**src/rtl/tune_pkg.sv**
```systemverilog
// Shared tune identifiers, priority helpers and tune lengths for the tune
// arbiter and the music player.
package tune_pkg;

    typedef enum logic [1:0] {
        TUNE_None     = 2'd0,
        TUNE_BTN      = 2'd1,
        TUNE_Victory  = 2'd2,
        TUNE_GameOver = 2'd3
    } TUNE_ID;

    typedef enum logic {
        IDLE = 1'b0,
        PLAY = 1'b1
    } arb_state_t;

    localparam int unsigned TIMER_W  = 32;
    localparam int unsigned BTN_DIV  = 20;
    localparam int unsigned LONG_NUM = 7;
    localparam int unsigned LONG_DEN = 4;

    // Encoding order doubles as priority rank: None < BTN < Victory < GameOver.
    function automatic logic [1:0] tune_rank(input TUNE_ID id);
        return id;
    endfunction

    // req bits: [2] GameOver, [1] Victory, [0] BTN.
    function automatic TUNE_ID tune_pick(input logic [2:0] req);
        if (req[2]) return TUNE_GameOver;
        if (req[1]) return TUNE_Victory;
        if (req[0]) return TUNE_BTN;
        return TUNE_None;
    endfunction

    function automatic logic [TIMER_W-1:0] tune_len(input TUNE_ID id,
                                                    input int unsigned cps,
                                                    input int unsigned guard);
        logic [63:0] w_len;
        case (id)
            TUNE_BTN:                    w_len = 64'(cps) / 64'(BTN_DIV) + 64'(guard);
            TUNE_Victory, TUNE_GameOver: w_len = 64'(cps) * 64'(LONG_NUM) / 64'(LONG_DEN) + 64'(guard);
            default:                     w_len = '0;
        endcase
        return w_len[TIMER_W-1:0];
    endfunction

endpackage

```
**src/rtl/tune_busy_timer.sv**
```systemverilog
// Countdown that tracks how long the current tune is deemed to be playing;
// expired is high whenever the count has reached zero.
module tune_busy_timer
    import tune_pkg::*;
(
    input  logic               clk,
    input  logic               rst_n,
    input  logic               load,
    input  logic [TIMER_W-1:0] load_value,
    input  logic               clear,
    output logic               expired
);

    logic [TIMER_W-1:0] r_count;

    // Holds at zero rather than wrapping.
    always_ff @(posedge clk or negedge rst_n) begin
        if (!rst_n) begin
            r_count <= '0;
        end else if (clear) begin
            r_count <= '0;
        end else if (load) begin
            r_count <= load_value;
        end else if (r_count != '0) begin
            r_count <= r_count - TIMER_W'(1);
        end
    end

    assign expired = (r_count == '0);

endmodule

```
**src/rtl/tune_request_arbiter.sv**
```systemverilog
// Arbitrates button/victory/game-over tune requests into single new_tune pulses.
// Define TUNE_ARB_PREEMPT_EN to let an outranking request cut the playing tune.
module tune_request_arbiter
    import tune_pkg::*;
#(
    parameter int unsigned CLK_PER_SEC  = 1000000,
    parameter int unsigned GUARD_CYCLES = 8
) (
    input  logic   clk,
    input  logic   rst_n,
    input  logic   req_btn,
    input  logic   req_victory,
    input  logic   req_gameover,
    input  logic   mute,
    output logic   new_tune,
    output TUNE_ID tune_id,
    output logic   busy,
    output logic   dropped
);

    arb_state_t r_state;
    logic [1:0] r_pend;     // [1] GameOver, [0] Victory
    logic       r_new_tune;
    TUNE_ID     r_tune_id;
    logic       r_dropped;
    logic       r_armed;

    arb_state_t         w_state_next;
    logic [1:0]         w_pend_next;
    logic               w_new_tune_next;
    TUNE_ID             w_tune_id_next;
    logic               w_dropped_next;
    logic [2:0]         w_live;
    logic [2:0]         w_cand;
    TUNE_ID             w_best;
    TUNE_ID             w_best_live;
    logic               w_preempt;
    logic               w_issue;
    logic               w_mute_stop;
    logic               w_expired;
    logic [TIMER_W-1:0] w_load_value;

    // r_armed masks requests on the first edge after reset release.
    always_ff @(posedge clk or negedge rst_n) begin
        if (!rst_n) begin
            r_state    <= IDLE;
            r_pend     <= '0;
            r_new_tune <= 1'b0;
            r_tune_id  <= TUNE_None;
            r_dropped  <= 1'b0;
            r_armed    <= 1'b0;
        end else begin
            r_state    <= w_state_next;
            r_pend     <= w_pend_next;
            r_new_tune <= w_new_tune_next;
            r_tune_id  <= w_tune_id_next;
            r_dropped  <= w_dropped_next;
            r_armed    <= 1'b1;
        end
    end

    always_comb begin
        w_live      = {req_gameover, req_victory, req_btn} & {3{r_armed & ~mute}};
        w_cand      = w_live | {r_pend, 1'b0};
        w_best      = tune_pick(w_cand);
        w_best_live = tune_pick(w_live);
`ifdef TUNE_ARB_PREEMPT_EN
        w_preempt   = (r_state == PLAY) && (tune_rank(w_best_live) > tune_rank(r_tune_id));
`else
        w_preempt   = 1'b0;
`endif
        w_issue     = ~mute && (((r_state == IDLE) && (w_cand != '0)) || w_preempt);
        w_mute_stop = mute && (r_state == PLAY);

        w_state_next    = r_state;
        w_new_tune_next = w_issue | w_mute_stop;
        w_tune_id_next  = r_tune_id;
        w_pend_next     = r_pend | w_live[2:1];
        // Long tunes merge into an existing pending flag; BTN is lost unless it is the one issued.
        w_dropped_next  = (|(w_live[2:1] & r_pend)) ||
                          (w_live[0] && !(w_issue && (w_best == TUNE_BTN)));

        if (w_issue) begin
            w_tune_id_next = w_best;
            if (w_best == TUNE_GameOver) w_pend_next[1] = 1'b0;
            if (w_best == TUNE_Victory)  w_pend_next[0] = 1'b0;
        end

        if (mute) begin
            w_state_next = IDLE;
            w_pend_next  = '0;
            if (w_mute_stop) w_tune_id_next = TUNE_None;
        end else if (w_issue) begin
            w_state_next = PLAY;
        end else if ((r_state == PLAY) && w_expired) begin
            w_state_next = IDLE;
        end

        w_load_value = tune_len(w_best, CLK_PER_SEC, GUARD_CYCLES);
    end

    tune_busy_timer u_timer (
        .clk        (clk),
        .rst_n      (rst_n),
        .load       (w_issue),
        .load_value (w_load_value),
        .clear      (w_mute_stop),
        .expired    (w_expired)
    );

    assign new_tune = r_new_tune;
    assign tune_id  = r_tune_id;
    assign busy     = (r_state == PLAY);
    assign dropped  = r_dropped;

endmodule

```
**config.mk**
```make
export PLATFORM = sky130hd
export DESIGN_NAME = tune_request_arbiter
export DESIGN_NICKNAME = d
export VERILOG_FILES = /design/src/rtl/tune_pkg.sv /design/src/rtl/tune_busy_timer.sv /design/src/rtl/tune_request_arbiter.sv
export SDC_FILE = /design/constraint.sdc
export NUM_CORES = 1
export LEC_CHECK = 0
export ABC_AREA = 1
export ABC_CLOCK_PERIOD_IN_PS = 2500
export CORE_MARGIN = 2
export CORE_UTILIZATION = 41
export CTS_CLUSTER_SIZE = 10
export DETAILED_ROUTE_END_ITERATION = 12
export SYNTH_ARGS = -nofsm -noshare
export SYNTH_HDL_FRONTEND = slang
export SYNTH_HIERARCHICAL = 1
export SYNTH_SLANG_ARGS = --single-unit
```
**constraint.sdc**
```tcl
create_clock -name clk -period 2.5 [get_ports clk]
set_input_delay 0.5 -clock clk [delete_from_list [all_inputs] [get_ports clk]]
set_output_delay 0.5 -clock clk [all_outputs]
set_load 0.005 [all_outputs]
```
Word-level counts from Yosys, hierarchy flattened
Index checks and enable logic that the tools add are counted.
{"block": "word_totals", "reg_bits": 40, "in_bits": 6, "out_inout_bits": 5, "wordCells": 60}
{"block": "classes", "add_sub_neg": 1, "eq_ne": 3, "mux": 26, "n_bitwise": 8, "reduce_logical": 15}
{"op": "2-to-1 mux 32 bit", "count": 3}
{"op": "one-hot mux 21 bit (2 select lines)", "count": 1}
{"op": "zero test 32 bit", "count": 1}
{"op": "nonzero test 32 bit", "count": 1}
{"op": "subtractor 32 x 1 -> 32 bit (second input constant)", "count": 1}
{"op": "2-to-1 mux 2 bit", "count": 11}
{"op": "2-to-1 mux 1 bit", "count": 11}
{"op": "nonzero test 3 bit", "count": 3}
{"op": "logical AND 1 bit", "count": 6}
{"op": "equality test 2 bit (second input constant)", "count": 2}
{"op": "OR reduction 2 bit", "count": 2}
{"op": "bitwise AND 3 bit", "count": 1}
{"op": "OR 3 bit", "count": 1}
{"op": "bitwise AND 2 bit", "count": 1}
{"op": "equality test 2 x 1 -> 1 bit (second input constant)", "count": 1}
{"op": "inverter 1 bit", "count": 2}
{"op": "OR 2 bit", "count": 1}
{"op": "bitwise AND 1 bit", "count": 1}
{"op": "zero test 1 bit", "count": 1}
{"op": "logical OR 1 bit", "count": 1}
{"op": "OR 1 bit", "count": 1}

Longest topological paths before layout
{"block": "logic_depth", "word_depth": 16, "mapped_depth": 13, "mapped_depth_nobuf": 12}

By module
Netlist, hierarchy kept.
{"mod": "tune_busy_timer", "instances": 1, "cells_each": 374, "area_per_inst_um2": 2508.7, "seq_area_each_um2": 800.8}
{"mod": "tune_request_arbiter", "instances": 1, "cells_each": 49, "area_per_inst_um2": 450.4, "seq_area_each_um2": 200.2}

Worst setup path after synthesis
Ideal clock, no wire load.
{"block": "synth_timing", "path_type": "input to register", "from": "input mute", "to": "register u_timer.r_count[17]", "setup_time_ns": 0.114, "t_arrival_ns": 1.714, "t_required_ns": 2.386, "setup_slack_ns": 0.672, "path_stages": 12, "path_buffers": 1, "cell_sequence": "inv_4 > nand3_2 > nand2_4 > inv_2 > nand2_4 > nand3_4 > inv_1 > inv_2 > clkbuf_1 > or2_2 > nand2_1 > nor2_2"}
{"block": "synth_between", "elab_cells_between_ends": 27, "cone_classes": "eq/ne (3); mux (14); bitwise (4); reduce/logical (6)"}
{"item": "start, declared", "line": "tune_request_arbiter.sv:14", "rtl": "input logic mute,"}
{"item": "inverter 1 bit (*)", "line": "tune_request_arbiter.sv:63, tune_request_arbiter.sv:72"}
{"item": "bitwise AND 1 bit", "line": "tune_request_arbiter.sv:63", "rtl": "w_live = {req_gameover, req_victory, req_btn} & {3{r_armed & ~mute}};"}
{"item": "bitwise AND 3 bit", "line": "tune_request_arbiter.sv:63"}
{"item": "OR 3 bit", "line": "tune_request_arbiter.sv:64", "rtl": "w_cand = w_live | {r_pend, 1'b0};"}
{"item": "nonzero test 3 bit", "line": "tune_request_arbiter.sv:72", "rtl": "w_issue = ~mute && (((r_state == IDLE) && (w_cand != '0)) || w_preempt);"}
{"item": "logical AND 1 bit", "line": "tune_request_arbiter.sv:72"}
{"item": "logical AND 1 bit (*)", "line": "tune_request_arbiter.sv:72"}
{"item": "net w_issue", "line": "tune_request_arbiter.sv:38", "rtl": "logic w_issue;"}
{"item": "2-to-1 mux 32 bit", "line": "tune_busy_timer.sv:22", "rtl": "end else if (load) begin"}
{"item": "2-to-1 mux 32 bit", "line": "tune_busy_timer.sv:20", "rtl": "end else if (clear) begin"}
{"item": "end signal, assigned", "line": "tune_busy_timer.sv:23", "rtl": "r_count <= load_value;"}
{"item": "end signal, assigned", "line": "tune_busy_timer.sv:25", "rtl": "r_count <= r_count - TIMER_W'(1);"}
{"item": "end, declared", "line": "tune_busy_timer.sv:14", "rtl": "logic [TIMER_W-1:0] r_count;"}
The timed path passes the listed nets; every way through them passes the cells marked *. The select of a mux whose other input is x is not followed.
A chain may end at the register's enable or synchronous reset.

Worst setup path in the final report
{"block": "layout_timing", "from": "input mute", "to": "register u_timer.r_count[30]"}
Same word-level chain as after synthesis.

==> metrics <==
Pwr Density 893 nW/um^2; total die area 7910 sq um; Comb pwr share 0.452; Slew Limit Fails 0; Post-Syn Area 2960 sq um; EDFF count, synth 0; Area Overhead vs Synth 14.0%; grt total ovfl 0; Ports 11; clock slew at reported path FFs 0.09 ns; top_reg_cell synth dfrtp_1; Leakage 0.00166 uW; final setup fails 0; Final Instance Area 3370 sq um; Post-CTS Setup Inserts 0; CP cell instances clkdlybuf4s50_1 -> inv_4 -> nand3_2 -> nand2_4 -> nor2_2 -> nand2_4 -> nand3_4 -> inv_1 -> nor2_1 -> nand3_4 -> buf_4 -> nand3_2 -> nor2_1; Post-route DRC 0; crit path time final 2.14 ns; CTS Hold Bufs 0; Initial Utilization 0.428; vias in the first global route 2656; nets@finish 465; GP Congestion 0.904; Reg power frac 0.369; run status finished clean; ys async rst share 1.00; slowest stage delay, CP 0.52 ns; Critical Path Sink Type register; PortBufs 10; worst r2r path cells 10; final worst-path cycle share 0.855; dpl cell area 3260 sq um; H-tree depth 2; Final Hold Violating Endpoints 0; Int Pwr 1650 uW; clock network power share 0.179; HP Class in -> async; Required @ worst endpoint 2.69 ns; P_sw 1360 uW; peak supply drop 0.431 mV; Ys Warns 6; Worst Path Max Fanout 8; Crit-path slowest cell clkdlybuf4s50_1; antenna violations before repair 0; Avg WL per Cell 13.1 um; RSZ-0062 raised after global routing false; post-route ant nets 0; via/cell ratio 4.88; Max-cap violations 0; iteration count of the initial detailed-routing pass 4; WL final 7270 um; Total Power 3010 uW; Initial DRC Count 238; Rows 30; first-pass GRT wire length 12700 um; Critical Path Source Type input pin; WP data arrival 2.32 ns; Synth Register Bits 40; Crit Reg-Reg Startpoint u_timer/r_count[0]$_DFFE_PN0P_; Die Wd 89.0 um; HPWL after detailed placement 5620 um; Sw Ratio 0.451; post_cts resized 0; Longest Clk Path Bufs 2; final hold slack 0.150 ns; largest net degree at the start of global routing 34; core box area 6910 sq um; CTS tree built; die height 89.0 um; Root Driver clkbuf_8; Final Skew 0.00721 ns; Avg Inst Size Synth 7.00 sq um; post-route setup TNS 0 ns; share of cells above drive strength 1 0.224; DR vias 2709; R2R setup slack 0.52 ns; critical path class in -> reg; ant diodes 0; fill count 733; clock sink count 40; All-Layer GR Usage 0.209; CTS Buf Count 5; Critical R2R Capture u_timer/r_count[30]$_DFFE_PN0P_; Util after Layout 0.488; FMAX 468 MHz; Distinct cells, synth 35; Seq/Total Area, Yosys 0.338; Cells after Synth 423; clock latency on the worst-skew pair 0.29 ns
placed cells by master, fill, tap and decap left out:
master	instances
xor2_1	2
nand3b_1	5
inv_1	29
inv_4	1
nand2_4	3
a21oi_2	1
conb_1	19
buf_12	1
a21o_1	1
clkinvlp_4	1
nand2_2	9
bufinv_16	1
nand4_1	4
a21oi_1	10
nor2_4	5
bufinv_8	1
clkdlybuf4s50_1	9
buf_4	10
dfrtp_1	40
o211ai_1	2
nand3_1	30
o21ai_1	6
nor2_1	77
clkbuf_8	5
clkinv_2	1
nor2_2	28
or2_2	16
nand3_4	2
buf_2	1
nand2_1	99
nand3_2	13
nor3_1	7
ha_1	1
nand2_8	1
inv_2	3
o31ai_1	1
o21ai_0	13
o22ai_1	1
sequential cells by signal (all words and copies together), names as in the netlist:
name and count:
u_timer/r_count 32, r_pend 2, tune_id 2, busy 1, dropped 1, new_tune 1
r_armed 1
power by group through the flow:
stage / Clock (uW) / Sequential (uW) / Combinational, uW
floorplan: 0 / 1050 / 1070
global placement: 0 / 1110 / 1330
detailed placement: 0 / 1120 / 1360
CTS: 557 / 1110 / 1360
global route: 580 / 1140 / 1580
finish: 540 / 1110 / 1360
metrics by stage:
stage	instances	worst slack, ns
finish	555	0.363
global route	555	0.196
CTS	555	0.358
detailed placement	547	0.0565
global placement	547	0.116
floorplan	440	0.672
critical path, delay by kind of cell:
| kind | cells | cell delay, ns |
|---|---|---|
| simple gates | 9 | 0.94 |
| buf+inv | 4 | 0.89 |
cell type report:
class | count | area [sq um] | share of cell area
multi-input cells | 356 | 1810 | 0.536
flip-flops and latches | 40 | 1000 | 0.297
repair buffers | 21 | 190 | 0.0564
inverters | 34 | 144 | 0.0427
well taps | 96 | 120 | 0.0356
clock buffers | 5 | 68.8 | 0.0204
clock inverters | 3 | 42.5 | 0.0126
routing by layer:
layer | wire, um | track usage | vias to the layer above | part of all wire
met2 | 3460 | 0.347 | 49 | 0.48
met5 | 0 | 0 | - | 0
li1 | - | - | 1403 | -
met4 | 87 | 0.0488 | 0 | 0.012
met1 | 3490 | 0.291 | 1248 | 0.48
met3 | 227 | 0.0286 | 9 | 0.031
cell usage after synthesis, drive strengths merged, types with 4 or more instances:
master / number / area [sq um]
buf: 6 / 56.3
a21oi: 11 / 58.8
o21ai: 19 / 95.1
inv: 33 / 126
or2: 16 / 100
nor3: 7 / 35.0
nand3: 45 / 315
nand4: 4 / 25.0
nand2: 112 / 482
clkbuf: 4 / 15.0
nand3b: 5 / 37.5
dfrtp: 40 / 1000
nor2: 110 / 520
cells by family (layout without fill, tap and decap cells):
group           after synthesis  after routing  share of synthesized area
other cells                   2             19                    0.00254
compound gates               35             35                     0.0643
flops                        40             40                      0.338
xor+xnor                      2              2                    0.00592
buf+inv                      44             63                     0.0727
fa+ha+maj                     1              1                    0.00423
simple gates                299            299                      0.512
worst max-delay path by stage:
stage,start,endpoint,slack (ns),depth (start not counted)
after floorplan,mute,u_timer/r_count[17]$_DFFE_PN0P_,0.67,12
after global placement,mute,u_timer/r_count[30]$_DFFE_PN0P_,0.12,13
after detailed placement,mute,u_timer/r_count[27]$_DFFE_PN0P_,0.06,13
after CTS,mute,u_timer/r_count[30]$_DFFE_PN0P_,0.36,13
after global routing,mute,u_timer/r_count[27]$_DFFE_PN0P_,0.20,13
final,mute,u_timer/r_count[30]$_DFFE_PN0P_,0.36,13
(Power assumes the default switching activity.)
==> RTL change, RTL diff (config.mk and constraints unchanged) <==
The output `new_tune` loses its register stage (`r_new_tune` becomes a continuous assignment).
--- a/src/rtl/tune_request_arbiter.sv
+++ b/src/rtl/tune_request_arbiter.sv
@@ -45,19 +45,19 @@
         if (!rst_n) begin
             r_state    <= IDLE;
             r_pend     <= '0;
-            r_new_tune <= 1'b0;
             r_tune_id  <= TUNE_None;
             r_dropped  <= 1'b0;
             r_armed    <= 1'b0;
         end else begin
             r_state    <= w_state_next;
             r_pend     <= w_pend_next;
-            r_new_tune <= w_new_tune_next;
             r_tune_id  <= w_tune_id_next;
             r_dropped  <= w_dropped_next;
             r_armed    <= 1'b1;
         end
     end
+
+    assign r_new_tune = w_new_tune_next;
 
     always_comb begin
         w_live      = {req_gameover, req_victory, req_btn} & {3{r_armed & ~mute}};
Formal check against the unedited RTL: not equivalent (Yosys sat finds a counterexample within 4 cycles, from zero or initial values and one cycle with rst_n low).
==> RTL change against the original RTL <==
Via count is essentially flat. Sequential cell count decreased by 1. Area after synthesis fell by 0.85%. Worst setup slack worse by 0.28 ns. Routed wire length fell by 1.3%. Design area decreased by 0.56%. Power decreased by 4.5%. Clock power fell by 20%. Critical endpoint is now new_tune. Highest routed layer unchanged.
==> RTL change: results (changes against the original RTL) <==
outcome:
  outcome: "finished, final reports clean"
placement:
  dpl.hpwl_mm: 5.55  # -1.2%
  placed_cell_area_um2: 3270  # +0.15%
  globalplace.congestion: 0.882  # -2.5%
  place_ws_ns: -0.00833  # -0.0648 ns
synth:
  synth_edf_count: 0  # unchanged
  seq_area_frac_synth: 0.333  # -0.00564
  ys_types: 35  # unchanged
  synth.area.top_cells: "dfrtp_1 33%, nand2_1 13%, nor2_1 9.9%, nor2_2 6.0%, nand3_1 5.1%"
  synth_common_cells: "99 x nand2_1, 77 x nor2_1, 39 x dfrtp_1, 30 x nand3_1, 29 x inv_1"
grt:
  grt_max_degree: 36  # +5.9%
  grtUsageTotal: 0.204  # -0.00475
  grt_pass1_wl_mm: 12.3  # -3.8%
  grt_pass1_vias: 2635  # -0.79%
  antenna_found_initial: 0  # unchanged
setup_path:
  crit_fanout: 5  # -3
  crit_family: "buffers and inverters"
  rr_worst_depth: 10  # unchanged
  cpPeakStageDelay_ns: 0.49  # -0.03 ns
  setup.worst_path.start: "req_gameover"
  worstPathArrival_ns: 1.92  # -0.40 ns
route:
  drt_iter0_markers: 206  # -13%
  wl_per_cell_um: 12.8  # -1.9%
  drtPass1Iterations: 4  # unchanged
  num_vias: 2710  # +0.037%
final_layout:
  nets: 468  # +0.65%
  largest_register_ffs: 32  # unchanged
  nFillCells: 691  # -5.7%
  drive_gt1_frac: 0.232  # +0.00720
sta:
  skew_ns: 0.00560  # -0.00161 ns
power:
  irDropWorstVdd_mv: 0.370  # -14%
  p_leak_uw: 0.00166  # -0.31%
clock_tree:
  htreeDepth: 2  # unchanged
-- RTL change: changes by cell type after synthesis --
cell / delta
dfrtp_1: -1
-- RTL change: layout make-up --
cell class	instances	area share
multi-input combinational	356	0.539
sequential	39	0.291
timing repair buffer	25	0.0653
inverter	34	0.0429
tap	96	0.0358
clock buffer	5	0.0205
clock inverter	3	0.00597
-- RTL change: worst paths after layout --
kind                                       end  slack [ns]
min reg2reg                         tune_id[1]        0.54
max                                   new_tune        0.08
min                        u_timer/r_count[12]        0.13
max in group asynchronous  u_timer/r_count[15]        1.72
min in group clk                    tune_id[1]        0.54
max reg2reg                u_timer/r_count[28]        0.57
-- RTL change: per-stage QoR --
step | setup TNS [ns] | std cells | util
after floorplan | 0 | 439 | -
after global placement | 0 | 550 | 0.476
after detailed placement | -0.00833 | 550 | 0.476
after CTS | 0 | 558 | 0.488
after global routing | 0 | 558 | 0.488
final | 0 | 558 | 0.488
-- RTL change: cell families after synthesis --
logic type      after synthesis  synth area share
compound gates               35            0.0648
xor+xnor                      2           0.00597
fa+ha+maj                     1           0.00426
buf+inv                      44            0.0733
flops                        39             0.333
other cells                   2           0.00256
simple gates                299             0.516
-- RTL change: repair_timing --
action / CTS / global route
setup buffers: 0 / 0
resized for setup: 1 / 0
endpoints found under the setup margin: 1 / 0
-- RTL change: report_power, final --
part           total (uW)  internal, uW  switching [uW]  leakage, uW
registers            1090           840             251     0.000488
clock network         434           194             240    0.0000402
logic                1350           500             850      0.00113
total                2880          1530            1340      0.00166
-- RTL change: routing by layer --
layer / track usage / up-vias / wire, um
met5: 0 / - / 0
met4: 0.0689 / 0 / 131
met3: 0.0271 / 13 / 377
met2: 0.341 / 48 / 3390
met1: 0.273 / 1247 / 3270
li1: - / 1402 / -
